[src/rtl/sm_pkg.sv]
// Shared types and helpers for the sign-magnitude accumulator.
package sm_pkg;

  localparam logic SIGN_NEG = 1'b1;
  localparam logic SIGN_POS = 1'b0;

  typedef enum logic [1:0] {
    IDLE = 2'd0,
    ACC  = 2'd1,
    OUT  = 2'd2
  } state_t;

  // A zero magnitude always carries the positive sign.
  function automatic logic norm_sign(
    input logic s,
    input logic nz
  );
    return nz ? s : SIGN_POS;
  endfunction

endpackage

[src/rtl/sm_add.sv]
// Combinational sign-magnitude adder of two (W+1)-bit words.
module sm_add
  import sm_pkg::*;
#(
  parameter int W = 24
) (
  input  logic [W:0] a,
  input  logic [W:0] b,
  output logic [W:0] sum,
  output logic       ovf
);

  logic [W-1:0] am, bm, m;
  logic         as, bs, s, c;

  assign am = a[W-1:0];
  assign bm = b[W-1:0];
  assign as = norm_sign(a[W], |am);
  assign bs = norm_sign(b[W], |bm);

  always_comb begin
    m = '0;
    s = SIGN_POS;
    c = 1'b0;
    unique case (1'b1)
      (as == bs): begin
        {c, m} = {1'b0, am} + {1'b0, bm};
        s      = as;
      end
      (as != bs && am >= bm): begin
        m = am - bm;
        s = as;
      end
      default: begin
        m = bm - am;
        s = bs;
      end
    endcase
  end

  assign sum = {norm_sign(s, |m), m};
  assign ovf = c;

endmodule

[src/rtl/sm_accumulator.sv]
// Streaming sign-magnitude frame accumulator with guard bits.
// Define SM_ACC_SATURATE_EN to saturate out_data on overflow.
module sm_accumulator
  import sm_pkg::*;
#(
  parameter int MAG_W   = 20,
  parameter int GUARD_W = 4
) (
  input  logic             clk,
  input  logic             rst_n,
  input  logic             in_valid,
  output logic             in_ready,
  input  logic [MAG_W:0]   in_data,
  input  logic             in_last,
  output logic             out_valid,
  input  logic             out_ready,
  output logic [MAG_W:0]   out_data,
  output logic             out_ovf,
  output logic             busy
);

  localparam int AW = MAG_W + GUARD_W;

  state_t state, state_n;

  logic          acc_s;
  logic [AW-1:0] acc_m;
  logic          sticky;

  logic [AW:0]   add_b, add_sum;
  logic          add_c;
  logic          take, take_last, drain;

  logic          nxt_s;
  logic [AW-1:0] nxt_m;
  logic          nxt_ovf;
  logic          fin_ovf;
  logic [MAG_W-1:0] low;
  logic [MAG_W:0]   fin_data;

  assign take      = in_valid && in_ready;
  assign take_last = take && in_last;
  assign drain     = out_valid && out_ready;

  assign add_b = {in_data[MAG_W], {GUARD_W{1'b0}}, in_data[MAG_W-1:0]};

  sm_add #(.W(AW)) u_add (
    .a   ({acc_s, acc_m}),
    .b   (add_b),
    .sum (add_sum),
    .ovf (add_c)
  );

  // Clamped magnitude is all ones, so its sign is never -0.
  assign nxt_m   = add_c ? '1 : add_sum[AW-1:0];
  assign nxt_s   = add_sum[AW];
  assign nxt_ovf = sticky | add_c;
  assign fin_ovf = nxt_ovf | (|nxt_m[AW-1:MAG_W]);
  assign low     = nxt_m[MAG_W-1:0];

  always_comb begin
    fin_data = '0;
`ifdef SM_ACC_SATURATE_EN
    if (fin_ovf)
      fin_data = {nxt_s, {MAG_W{1'b1}}};
    else
      fin_data = {norm_sign(nxt_s, |low), low};
`else
    fin_data = {norm_sign(nxt_s, |low), low};
`endif
  end

  always_ff @(posedge clk or negedge rst_n) begin
    if (!rst_n)
      state <= IDLE;
    else
      state <= state_n;
  end

  always_comb begin
    state_n = state;
    unique case (state)
      IDLE, ACC: begin
        if (take_last)
          state_n = OUT;
        else if (take)
          state_n = ACC;
      end
      OUT: begin
        if (out_ready)
          state_n = IDLE;
      end
      default: state_n = IDLE;
    endcase
  end

  always_comb begin
    in_ready  = (state != OUT);
    busy      = (state != IDLE);
    out_valid = (state == OUT);
  end

  always_ff @(posedge clk or negedge rst_n) begin
    if (!rst_n) begin
      acc_s  <= SIGN_POS;
      acc_m  <= '0;
      sticky <= 1'b0;
    end else if (drain) begin
      acc_s  <= SIGN_POS;
      acc_m  <= '0;
      sticky <= 1'b0;
    end else if (take) begin
      acc_s  <= nxt_s;
      acc_m  <= nxt_m;
      sticky <= nxt_ovf;
    end
  end

  always_ff @(posedge clk or negedge rst_n) begin
    if (!rst_n) begin
      out_data <= '0;
      out_ovf  <= 1'b0;
    end else if (take_last) begin
      out_data <= fin_data;
      out_ovf  <= fin_ovf;
    end
  end

endmodule

[config.mk]
export PLATFORM = sky130hd
export DESIGN_NAME = sm_accumulator
export DESIGN_NICKNAME = d
export VERILOG_FILES = /design/src/rtl/sm_pkg.sv /design/src/rtl/sm_add.sv /design/src/rtl/sm_accumulator.sv
export SDC_FILE = /design/constraint.sdc
export NUM_CORES = 1
export LEC_CHECK = 0
export ABC_AREA = 0
export CAP_MARGIN = 20
export CORE_ASPECT_RATIO = 1.25
export CORE_UTILIZATION = 50
export DETAILED_ROUTE_END_ITERATION = 16
export GPL_TIMING_DRIVEN = 0
export HOLD_SLACK_MARGIN = 0.02
export MAX_ROUTING_LAYER = met4
export PLACE_DENSITY = 0.7
export SKIP_LAST_GASP = 1
export SLEW_MARGIN = 0
export SYNTH_ARGS = -nofsm -noshare
export SYNTH_HDL_FRONTEND = slang
export SYNTH_HIERARCHICAL = 1
export SYNTH_SLANG_ARGS = --single-unit
[constraint.sdc]
create_clock -name clk -period 8.1 [get_ports clk]
set_input_delay 1.215 -clock clk [delete_from_list [all_inputs] [get_ports clk]]
set_output_delay 1.215 -clock clk [all_outputs]
set_load 0.01 [all_outputs]
* Word level (Yosys, flattened, before mapping)
Index checks and enable logic that the tools add are counted.
** Storage, ports and cells
- Flip-flop bits (word level) :: 50
- Bits in latches :: 0
- Bits in writable memories :: 0
- ROM bits :: 0
- Input port bits :: 26
- Memories :: 0
** Cells by class
- Add/sub/neg operators :: 3
- Multiply operators :: 0
- Divide/modulo/power cells :: 0
- $lt $le $gt $ge :: 1
- Eq/ne operators :: 7
- Shift-type cells :: 0
- Muxes and demuxes :: 18
- Bitwise operators :: 2
- Reductions and logical operators :: 15
** Operator list (count)
- two-way mux 24 bit :: 3
- one-hot mux 24 bit (2 select lines) :: 1
- OR reduction 24 bit :: 2
- OR reduction 20 bit :: 2
- adder 24 x 20 -> 25 bit :: 1
- >= comparator 24 x 20 -> 1 bit :: 1
- subtractor 20 x 24 -> 24 bit :: 1
- subtractor 24 x 20 -> 24 bit :: 1
- two-way mux 1 bit :: 10
- two-way mux 2 bit :: 3
- logical AND 1 bit :: 4
- one-hot mux 2 bit (2 select lines) :: 1
- nonzero test 2 bit :: 2
- OR reduction 2 bit :: 2
- OR reduction 4 bit :: 1
- != test 3 bit, second input constant :: 1
- == test 2 x 1 -> 1 bit, second input constant :: 1
- == test 2 bit, second input constant :: 1
- logical NOT 2 bit :: 1
- != test 2 x 1 -> 1 bit, second input constant :: 1
- != test 2 bit, second input constant :: 1
- bitwise OR 1 bit :: 2
- AND reduction 2 bit :: 1
- == test 1 bit :: 1
- != test 1 bit :: 1

* Longest topological paths before layout
Gate-level depths: netlist (run 1).
- Word-level depth :: 9
- Gate-level depth with buffers :: 19
- Gate-level depth less buffers :: 18

* Hierarchy
The synthesis (run 1) kept the hierarchy.
** Modules (own cells, without submodules)
- sm_add :: times used 1, cells each 619, area each 4210.3 um2, seq. area each 0.0 um2
- sm_accumulator :: times used 1, cells each 193, area each 2162.1 um2, seq. area each 1251.2 um2

* Worst setup path after synthesis (run 1)
No wires, ideal clock.
- Path type :: input to register
- Start :: input in_data[0]
- End :: register out_data[13]
- Setup time :: 77 ps
- Arrival time :: 4045 ps
- Data required time :: 8023 ps
- Setup slack :: 3978 ps
- Cell stages on the path :: 18
- Path through :: ha_1 -> inv_1 -> fa_1 -> nor2_1 -> o221ai_1 -> a21oi_1 -> a211oi_1 -> o31a_1 -> nor2_1 -> nand3_1 -> a41oi_1 -> a21oi_1 -> nor2_1 -> o21a_1 -> clkbuf_1 -> clkbuf_1 -> nor2_1 -> a21oi_1
** Between the ends
- Elaborated cells between the ends (all ways) :: 12
** RTL lines
- start, declared :: line sm_accumulator.sv:13 : input logic [MAG_W:0] in_data,
- parallel branches: the longest is 3 deep, another holds adder 24 x 20 -> 25 bit
- two-way mux 1 bit (*) :: line sm_add.sv:25 : unique case (1'b1)
- via add_c :: line sm_accumulator.sv:31 : logic add_c;
- two-way mux 24 bit (*) :: line sm_accumulator.sv:55 : assign nxt_m = add_c ? '1 : add_sum[AW-1:0];
- end signal, assigned :: line sm_accumulator.sv:124 : out_data <= fin_data;
- end, declared :: line sm_accumulator.sv:17 : output logic [MAG_W:0] out_data,
Mark *: on every way through the listed nets, which the timed path passes.
A chain may end at the register's enable or synchronous reset.

* Worst setup path in the final report (run 1)
- Start :: input in_data[1]
- End :: register out_data[7]
Same word-level chain as after synthesis.

==> metrics, run 1 <==
deepest clock path buffer count 2; remaining antenna violation count 0; worst hold path type flop to flop; Root Driver clkbuf_16; flop2flop setup slack 3.28 ns; Crit Path Category primary input to flop; vias in the first global route 6627; Crit. End Element flop; crit path max fanout 10; Final TNS setup 0 ns; drt wl/cell 22.55 um; Slew Limit Fails 0; post-synthesis cell type count 84; final core utilization between 50% and 60%; layout overhead on the synthesized area 14.31%; CTS Buf Count 5; max-cap violations 0; nets slightly below 1000; vias per cell 6.435; crit path from in_data[1]; ant diodes 0; outcome complete, no violations; initial antenna violation count 0; first-pass GRT wire length approximately 36000 um; CP required 8.31 ns; IO Pins 51; startpoint class of the critical path primary input; number of synthesized flops with an enable pin 0; post-CTS setup buffers 0; final WL 23610 um; Slew HR 43.59%; multi-input logic area ~4600 sq um; post-cts sizing count 0; # DRC 0; initial core utilization 51.92%; Vias between 6000 and 7000; GRT Total Usage 37.99%; reg2reg path depth 17; Skew-Pair Late Insertion Delay about 0.29 ns; Reg clk slew, reported paths 0.06 ns; Setup crit end out_data[7]; Die Y-Extent 128.2 um; Core ar. around 12000 sq um; Slew @ Worst Pin 0.8397 ns; Num Clock Sinks 50; dominant synthesized flop cell dfrtp_1; DP HPWL roughly 19000 um; Syn Std Cell Area 6372 sq um; PwrDens 477.4 nW/um^2; reg2reg end out_data[7]; grt ovf 0; H-tree levels 2; fmax 0.1734 GHz; Filler Cell Count around 1100; RePlAce Congestion between 0.9 and 1; yosys warns 6; DRT Pass-1 Iters 5; FF-to-FF Start acc_m[1]; Post-synth ARST share 100.0%; DR iter-0 viols about 600; CTS tree yes; row cnt 45; WP data arrival 5.98 ns; Die ar. 13200 sq um; Reg area 1251 sq um; Clock Skew between 0.006 and 0.007 ns; # port buffers 50; Seq cells post-synth 50; Final Cycle Share 71.19%; Final Hold Fails 0; register area share after synthesis approximately 20%; Syn Area/Cell 7.848 sq um; largest net degree at the start of global routing 44; Tmin final slightly below 6 ns; Die X roughly 100 um; Syn Inst Count 812; # hold bufs at CTS 0; RSZ-0062 raised after global routing no; Max VDD drop roughly 0.00031 V; Pleak 0.003098 uW; # setup viols final 0; share of layout cells above drive strength 1 12.68%
==> state kept, by name, summed over array words and instances, names as in the netlist <==
register and count:
acc_m 24, out_ovf 1, state 2, out_data 21, sticky 1, acc_s 1
==> critical path, stage by stage <==
cell and delay (ns):
clkdlybuf4s50_1 0.58, inv_1 0.17, fa_1 0.46, nor2_1 0.17, o221ai_1 0.23, a21oi_1 0.44
a211oi_1 0.24, o31a_1 0.33, nor2_1 0.19, nand3_1 0.11, a41oi_1 0.27, a21oi_1 0.10
nor2_1 0.11, o21a_1 0.12, clkbuf_1 0.33, clkbuf_1 0.50, nor2_1 0.19, a21oi_1 0.20
==> synth_stat cells, drive strengths merged, types with 5 or more instances <==
cell type,n,area share (%)
a21o,9,1.1
nand3,8,0.63
nor2b,6,0.59
o2bb2ai,11,2.5
nand4,14,1.5
nor4,28,3.2
ha,71,14
nand2,45,2.8
a31oi,9,0.88
a211oi,30,4.4
o311ai,5,0.69
dfrtp,50,20
nand2b,10,1.1
and2,5,0.55
a21oi,94,7.8
buf,36,4.4
nor2,119,7.3
o21a,5,0.71
inv,72,4.2
xnor2,19,2.6
nor3,22,1.8
clkbuf,6,0.35
o21ai,44,3.7
o31ai,13,2.0
==> per-stage QoR <==
stage / area (sq um) / total power, uW / std cells / worst slack (ns) / hold slack, ns
2_1_floorplan: 6425 / 2303 / 826 / 3.978 / 0.4676
3_3_place_gp: 7131 / 3110 / 1040 / 2.300 / 0.4992
3_5_place_dp: 7146 / 3148 / 1041 / 2.254 / 0.4848
4_1_cts: 7284 / 3380 / 1047 / 2.501 / 0.5155
5_1_grt: 7284 / 3664 / 1047 / 2.190 / 0.5512
6_report: 7284 / 3477 / 1047 / 2.334 / 0.5211
==> where the power goes <==
group | internal, uW | switching [uW]
clock network | 119 | 85.4
registers | 368 | 167
logic | 958 | 1780
==> metal layers <==
| metal | vias to the layer above | global-route usage, % | routed length (um) |
|---|---|---|---|
| met1 | 3213 | 49.04 | 9803 |
| met5 | - | - | 0 |
| li1 | 3077 | - | - |
| met2 | 363 | 59.69 | 10790 |
| met4 | 0 | 18.06 | 1195 |
| met3 | 84 | 3.326 | 1813 |
==> kinds of logic (layout without fill, tap and decap cells) <==
logic type / count (synthesis) / after routing / synth area share [%]
mux: 4 / 4 / 0.6283
flops: 50 / 50 / 19.63
fa+ha+maj: 74 / 74 / 14.88
compound gates: 275 / 275 / 31.47
other cells: 1 / 15 / 0.05885
buf+inv: 114 / 171 / 8.973
xor+xnor: 23 / 23 / 3.161
simple gates: 271 / 271 / 21.19
==> cell type report <==
class	instances	share of cell area [%]
inverter	72	3.710
sequential	50	17.18
clock buffer	6	1.907
timing repair buffer	51	7.077
tap	164	2.817
multi-input combinational	662	63.17
buffer	42	4.139
==> cell usage in the layout (no fill, tap or decap), drive strengths merged, types with 4 or more instances in the layout <==
master         Yosys  final
a21oi             94     94
a221oi             4      4
ha                71     71
a211oi            30     30
or2                4      4
a21o               9      9
nand2b            10     10
o21a               5      5
nor2b              6      6
conb               1     15
o21ai             44     44
o31ai             13     13
o22ai              4      4
and2               5      5
xor2               4      4
dfrtp             50     50
nand3              8      8
o2bb2ai           11     11
mux2i              4      4
clkbuf             6     12
o311ai             5      5
nand4             14     14
clkdlybuf4s50      0     49
nor4              28     28
xnor2             19     19
buf               36     38
nand2             45     45
nor2             119    119
inv               72     72
nor3              22     22
o21bai             4      4
a31oi              9      9
==> worst min-delay path by stage <==
stage            startpoint      endpoint  slack, ns  cells after the start
6_report       out_data[20]  out_data[20]       0.52                      2
5_1_grt            state[1]      state[0]       0.55                      1
4_1_cts        out_data[20]  out_data[20]       0.52                      2
3_5_place_dp   out_data[20]  out_data[20]       0.48                      2
3_3_place_gp   out_data[20]  out_data[20]       0.50                      2
2_1_floorplan        sticky        sticky       0.47                      1
Power figures use the tool's default switching activity.
==> run 2, diff against run 1 <==
Settings changed: PLACE_DENSITY 0.7 to 0.73.
Clock period 8.1 ns to 5.2 ns, I/O delays scaled along.
==> run 2 against run 1 <==
  * Power up 58%
  * Die area unchanged
  * Combinational power up 55%
  * Non-clock buffer count unchanged
  * Routed wire length down 3.8%
  * Utilization up 0.53 points
  * Sequential share of layout area down 0.15 points
  * Worst hold slack worse by 0.17 ns
  * Sequential cell count unchanged
  * Via count down 0.73%
  * Final cell count up 0.19%
  * Clock power up 110%
  * Critical endpoint is now acc_m[18]
  * Largest cell class unchanged
  * Largest power group unchanged
  * Highest routed layer unchanged
==> metrics, run 2 (synthesis gave the netlist of run 1 again) <==
# port buffers 50; multi-input logic area 4606 sq um; outcome complete, no violations; Slew @ Worst Pin ~0.9 ns; vias in the first global route 6445; CTS Buf Count 5; met1 usage 47.73%; Crit. End Element flop; Reg area around 1300 sq um; WP buf/inv 4; Clock Skew 0.01072 ns; share of layout cells above drive strength 1 13.11%; Die X 103.0 um; ant diodes 0; largest net degree at the start of global routing 42; GR Layer Usage met3 3.708%; RePlAce Congestion 1.004; IO Pins 51; most used routing layer met2; Filler Cell Count 1177; Pleak about 0.0031 uW; # setup viols final 0; Final Cycle Share between 90% and 100%; DP HPWL 18390 um; slowest stage delay, CP 0.55 ns; nets about 980; Reg clk slew, reported paths 0.06 ns; DR iter-0 viols approximately 560; RSZ-0062 raised after global routing no; Die Y-Extent about 130 um; Root Driver clkbuf_16; CP required 5.40 ns; Slew Limit Fails 0; Tmin final 5.014 ns; CTS tree yes; startpoint class of the critical path primary input; worst hold path type primary input to async pin; Biggest register acc_m; critical path's top delay family compound AO/OA/AOI/OAI gates; top flop regs acc_m: 24 flops, out_data: 21 flops, state: 2 flops; Final Hold Fails 0; Crit Path Category primary input to flop; CP max-delay cell clkdlybuf4s50_1; commonest non-fill, non-tap cell in the layout nor2_1; max-cap violations 0; PwrDens 746.8 nW/um^2; grt ovf 0; met2 usage 57.84%; drt wl/cell about 22 um; initial antenna violation count 0; Tot Pwr 5489 uW; Final TNS setup 0 ns; layout overhead on the synthesized area 15.33%; crit-path cells clkdlybuf4s50_1 -> ha_1 -> inv_1 -> fa_1 -> nor2_1 -> o221ai_1 -> a21oi_2 -> a211oi_1 -> o31a_1 -> nor2_1 -> nand3_1 -> a41oi_1 -> a21oi_1 -> nor2_1 -> o21a_1 -> clkbuf_1 -> buf_2 -> nor2_1 -> a211oi_2; initial core utilization 51.92%; Vias 6688; Die ar. around 13000 sq um; final core utilization about 60%; deepest clock path buffer count 2; fmax 0.1995 GHz; max reg flops 24; CP dominant cell by count nor2_1; DRT Pass-1 Iters 6; Core ar. 12270 sq um; # hold bufs at CTS 0; first-pass GRT wire length 35170 um; GRT Total Usage 36.43%; vias per cell 6.376; H-tree levels 2; crit path max fanout 10; Max VDD drop 0.0004325 V; remaining antenna violation count 0; Slew HR 40.74%; WP data arrival 5.22 ns; commonest non-fill, non-tap cells in the layout 116 x nor2_1, 88 x a21oi_1, 71 x ha_1; final WL 22710 um; Num Clock Sinks 50; # DRC 0; row cnt 45; Skew-Pair Late Insertion Delay approximately 0.3 ns
## run 2: cell type report
type	instances	share of cell area, %
Inverter	72	3.677
Multi-Input combinational cell	662	62.67
Sequential cell	50	17.02
Buffer	42	4.120
Timing Repair Buffer	51	7.014
Tap cell	164	2.792
Clock buffer	6	1.890
Clock inverter	2	0.8172
## run 2: final timing paths
path | end | from | slack [ns] | depth (start not counted)
hold reg to reg | out_data[20] | out_data[20] | 0.53 | 2
min in group clk | out_data[20] | out_data[20] | 0.53 | 2
max in group asynchronous | out_data[1] | rst_n | 4.36 | 2
setup / recovery | acc_m[18] | in_data[0] | 0.19 | 19
setup reg to reg | acc_m[18] | acc_m[1] | 0.69 | 17
hold / removal | acc_m[19] | rst_n | 0.35 | 1
## run 2: power by group
group	total [uW]	internal [uW]	leakage, uW	switching, uW
combinational	4240	1500	0.00247	2740
sequential	818	574	0.000562	244
clock	435	289	0.0000971	146
total	5490	2360	0.00313	3130
## run 2: stage by stage
step	worst slack, ns	hold WS [ns]	area, sq um	instances
3_3_place_gp	-0.2132	0.4913	7131	1040
5_1_grt	0.04037	0.3635	7350	1049
2_1_floorplan	1.513	0.4676	6425	826
6_report	0.1864	0.3488	7350	1049
3_5_place_dp	-0.2513	0.4981	7146	1041
4_1_cts	0.01774	0.3537	7345	1049
## run 2: metal layers
metal  share of wire (%)  up-vias  wire (um)
li1                    -     3065          -
met1                  42     3205       9471
met2                  47      364      10630
met3                 8.1       54       1842
met4                 3.4        0        767
met5                   0        -          0
## run 2: timing repair
item / 4_1_cts / 5_1_grt
buffers inserted: 0 / 0
endpoints found under the setup margin: 0 / 32
resized for setup: 0 / 3
==> run 3, diff against run 2 <==
Settings changed: SLEW_MARGIN 0 to 15.
==> run 3 against run 2 <==
  * Combinational power about the same
  * Non-clock buffer count up 1
  * Routed wire length up 0.76%
  * Sequential power about the same
==> metrics, run 3 (synthesis gave the netlist of run 1 again) <==
Non-Filler Instances 1050; max-cap violations 0; layout overhead on the synthesized area 14.61%; GRT Total Usage around 37%; H-tree levels 2; nets 985; Biggest register acc_m; DRT Pass-1 Iters 5; final WL roughly 23000 um; # hold bufs at CTS 0; remaining antenna violation count 0; FF-to-FF Start acc_m[1]; flop2flop setup slack 0.79 ns; initial antenna violation count 0; CTS Buf Count 5; top flop regs acc_m: 24 flops, out_data: 21 flops, state: 2 flops; commonest non-fill, non-tap cells in the layout 116 x nor2_1, 88 x a21oi_1, 71 x ha_1; first-pass GRT wire length about 36000 um; Die Y-Extent 128.2 um; crit path from in_data[4]; vias per cell 6.409; CP required 5.44 ns; IO Pins 51; WP data arrival 5.23 ns; RePlAce Congestion 1.004; initial core utilization 51.92%; Skew-Pair Late Insertion Delay 0.30 ns; DR iter-0 viols 540; Slew Limit Fails 0; # port buffers 50; share of layout cells above drive strength 1 13.09%; Vias between 6000 and 7000; Crit Path Category primary input to flop; Max VDD drop between 0.0003 and 0.0004 V; placed instance area 7146 sq um; Slew HR 39.87%; PwrDens 739.1 nW/um^2; Root Driver clkbuf_16; max reg flops 24; Die ar. 13200 sq um; vias in the first global route 6496; Die X 103.0 um; DP HPWL approximately 18000 um; Tmin final around 5.0 ns; deepest clock path buffer count 2; reg2reg path depth 17; drt wl/cell 21.79 um; Final Hold Fails 0; reg2reg end acc_m[18]; Core ar. 12270 sq um; fmax around 0.20 GHz; ant diodes 0; Crit. End Element flop; startpoint class of the critical path primary input; Pleak 0.003109 uW; largest net degree at the start of global routing 34; Final Cycle Share 95.93%; crit path max fanout 10; CTS tree yes; Design Area, Final approximately 7300 sq um; RSZ-0062 raised after global routing no; # DRC 0; Num Clock Sinks 50; row cnt 45; outcome complete, no violations; # setup viols final 0; grt ovf 0; worst hold path type primary input to async pin; commonest non-fill, non-tap cell in the layout nor2_1; Slew @ Worst Pin 0.8936 ns; Final TNS setup 0 ns; Reg clk slew, reported paths roughly 0.070 ns; Clock Skew 0.01181 ns; Cells after DPL 1041
[run 3: final cells by class]
class / count / area (sq um)
buffer: 42 / 305.3
clock buffer: 6 / 128.9
clock inverter: 2 / 13.76
fill: 1186 / 4971
inverter: 72 / 270.3
multi-input combinational: 662 / 4606
sequential: 50 / 1251
tap: 164 / 205.2
timing repair buffer: 52 / 523.0
[run 3: power by group]
group	total, uW	switching, uW	internal [uW]
sequential	820	247	574
clock	324	145	179
combinational	4250	2750	1500
total	5400	3140	2260
[run 3: per-layer routing]
layer  global-route usage [%]  share of wire [%]  vias to the layer above
met5                        -                  0                        -
met4                    14.42                4.2                        0
met3                    3.162                8.1                       75
met2                    58.27                 46                      383
met1                    48.67                 41                     3193
li1                         -                  -                     3078
[run 3: what timing repair did]
item                                    4_1_cts  5_1_grt
buffers inserted                              0        1
gates resized for setup                       1        3
endpoints found under the setup margin        1       34
pin swaps                                     0        1
[run 3: critical path: stages]
cell             delay (ns)
clkdlybuf4s50_1        0.48
nor4_1                 0.81
nand4_1                0.37
o21ai_2                0.36
xor2_1                 0.28
buf_2                  0.32
buf_2                  0.35
a31oi_1                0.17
xnor2_1                0.56
nor3_1                 0.17
a31oi_1                0.30
o2111ai_1              0.17
nand2_1                0.09
[run 3: how the worst max path moves through the flow]
| stage | end | slack, ns | cells after the start |
|---|---|---|---|
| after floorplan | out_data[13] | 1.51 | 18 |
| final | out_data[20] | 0.21 | 13 |
| after global placement | out_data[8] | -0.21 | 19 |
| after detailed placement | out_data[8] | -0.28 | 19 |
| after global routing | out_data[8] | 0.005 | 19 |
| after CTS | acc_m[18] | 0.17 | 19 |
[run 3: stage by stage]
step           worst slack (ns)  hold WS [ns]  total power (uW)  utilization, %
3_3_place_gp            -0.2132        0.4913              4820           58.09
3_5_place_dp            -0.2813        0.5002              4871           58.22
5_1_grt                0.004605        0.4559              5710           59.50
4_1_cts                  0.1701        0.4320              5231           59.39
6_report                 0.2118        0.4210              5398           59.50
2_1_floorplan             1.513        0.4676              3587               -
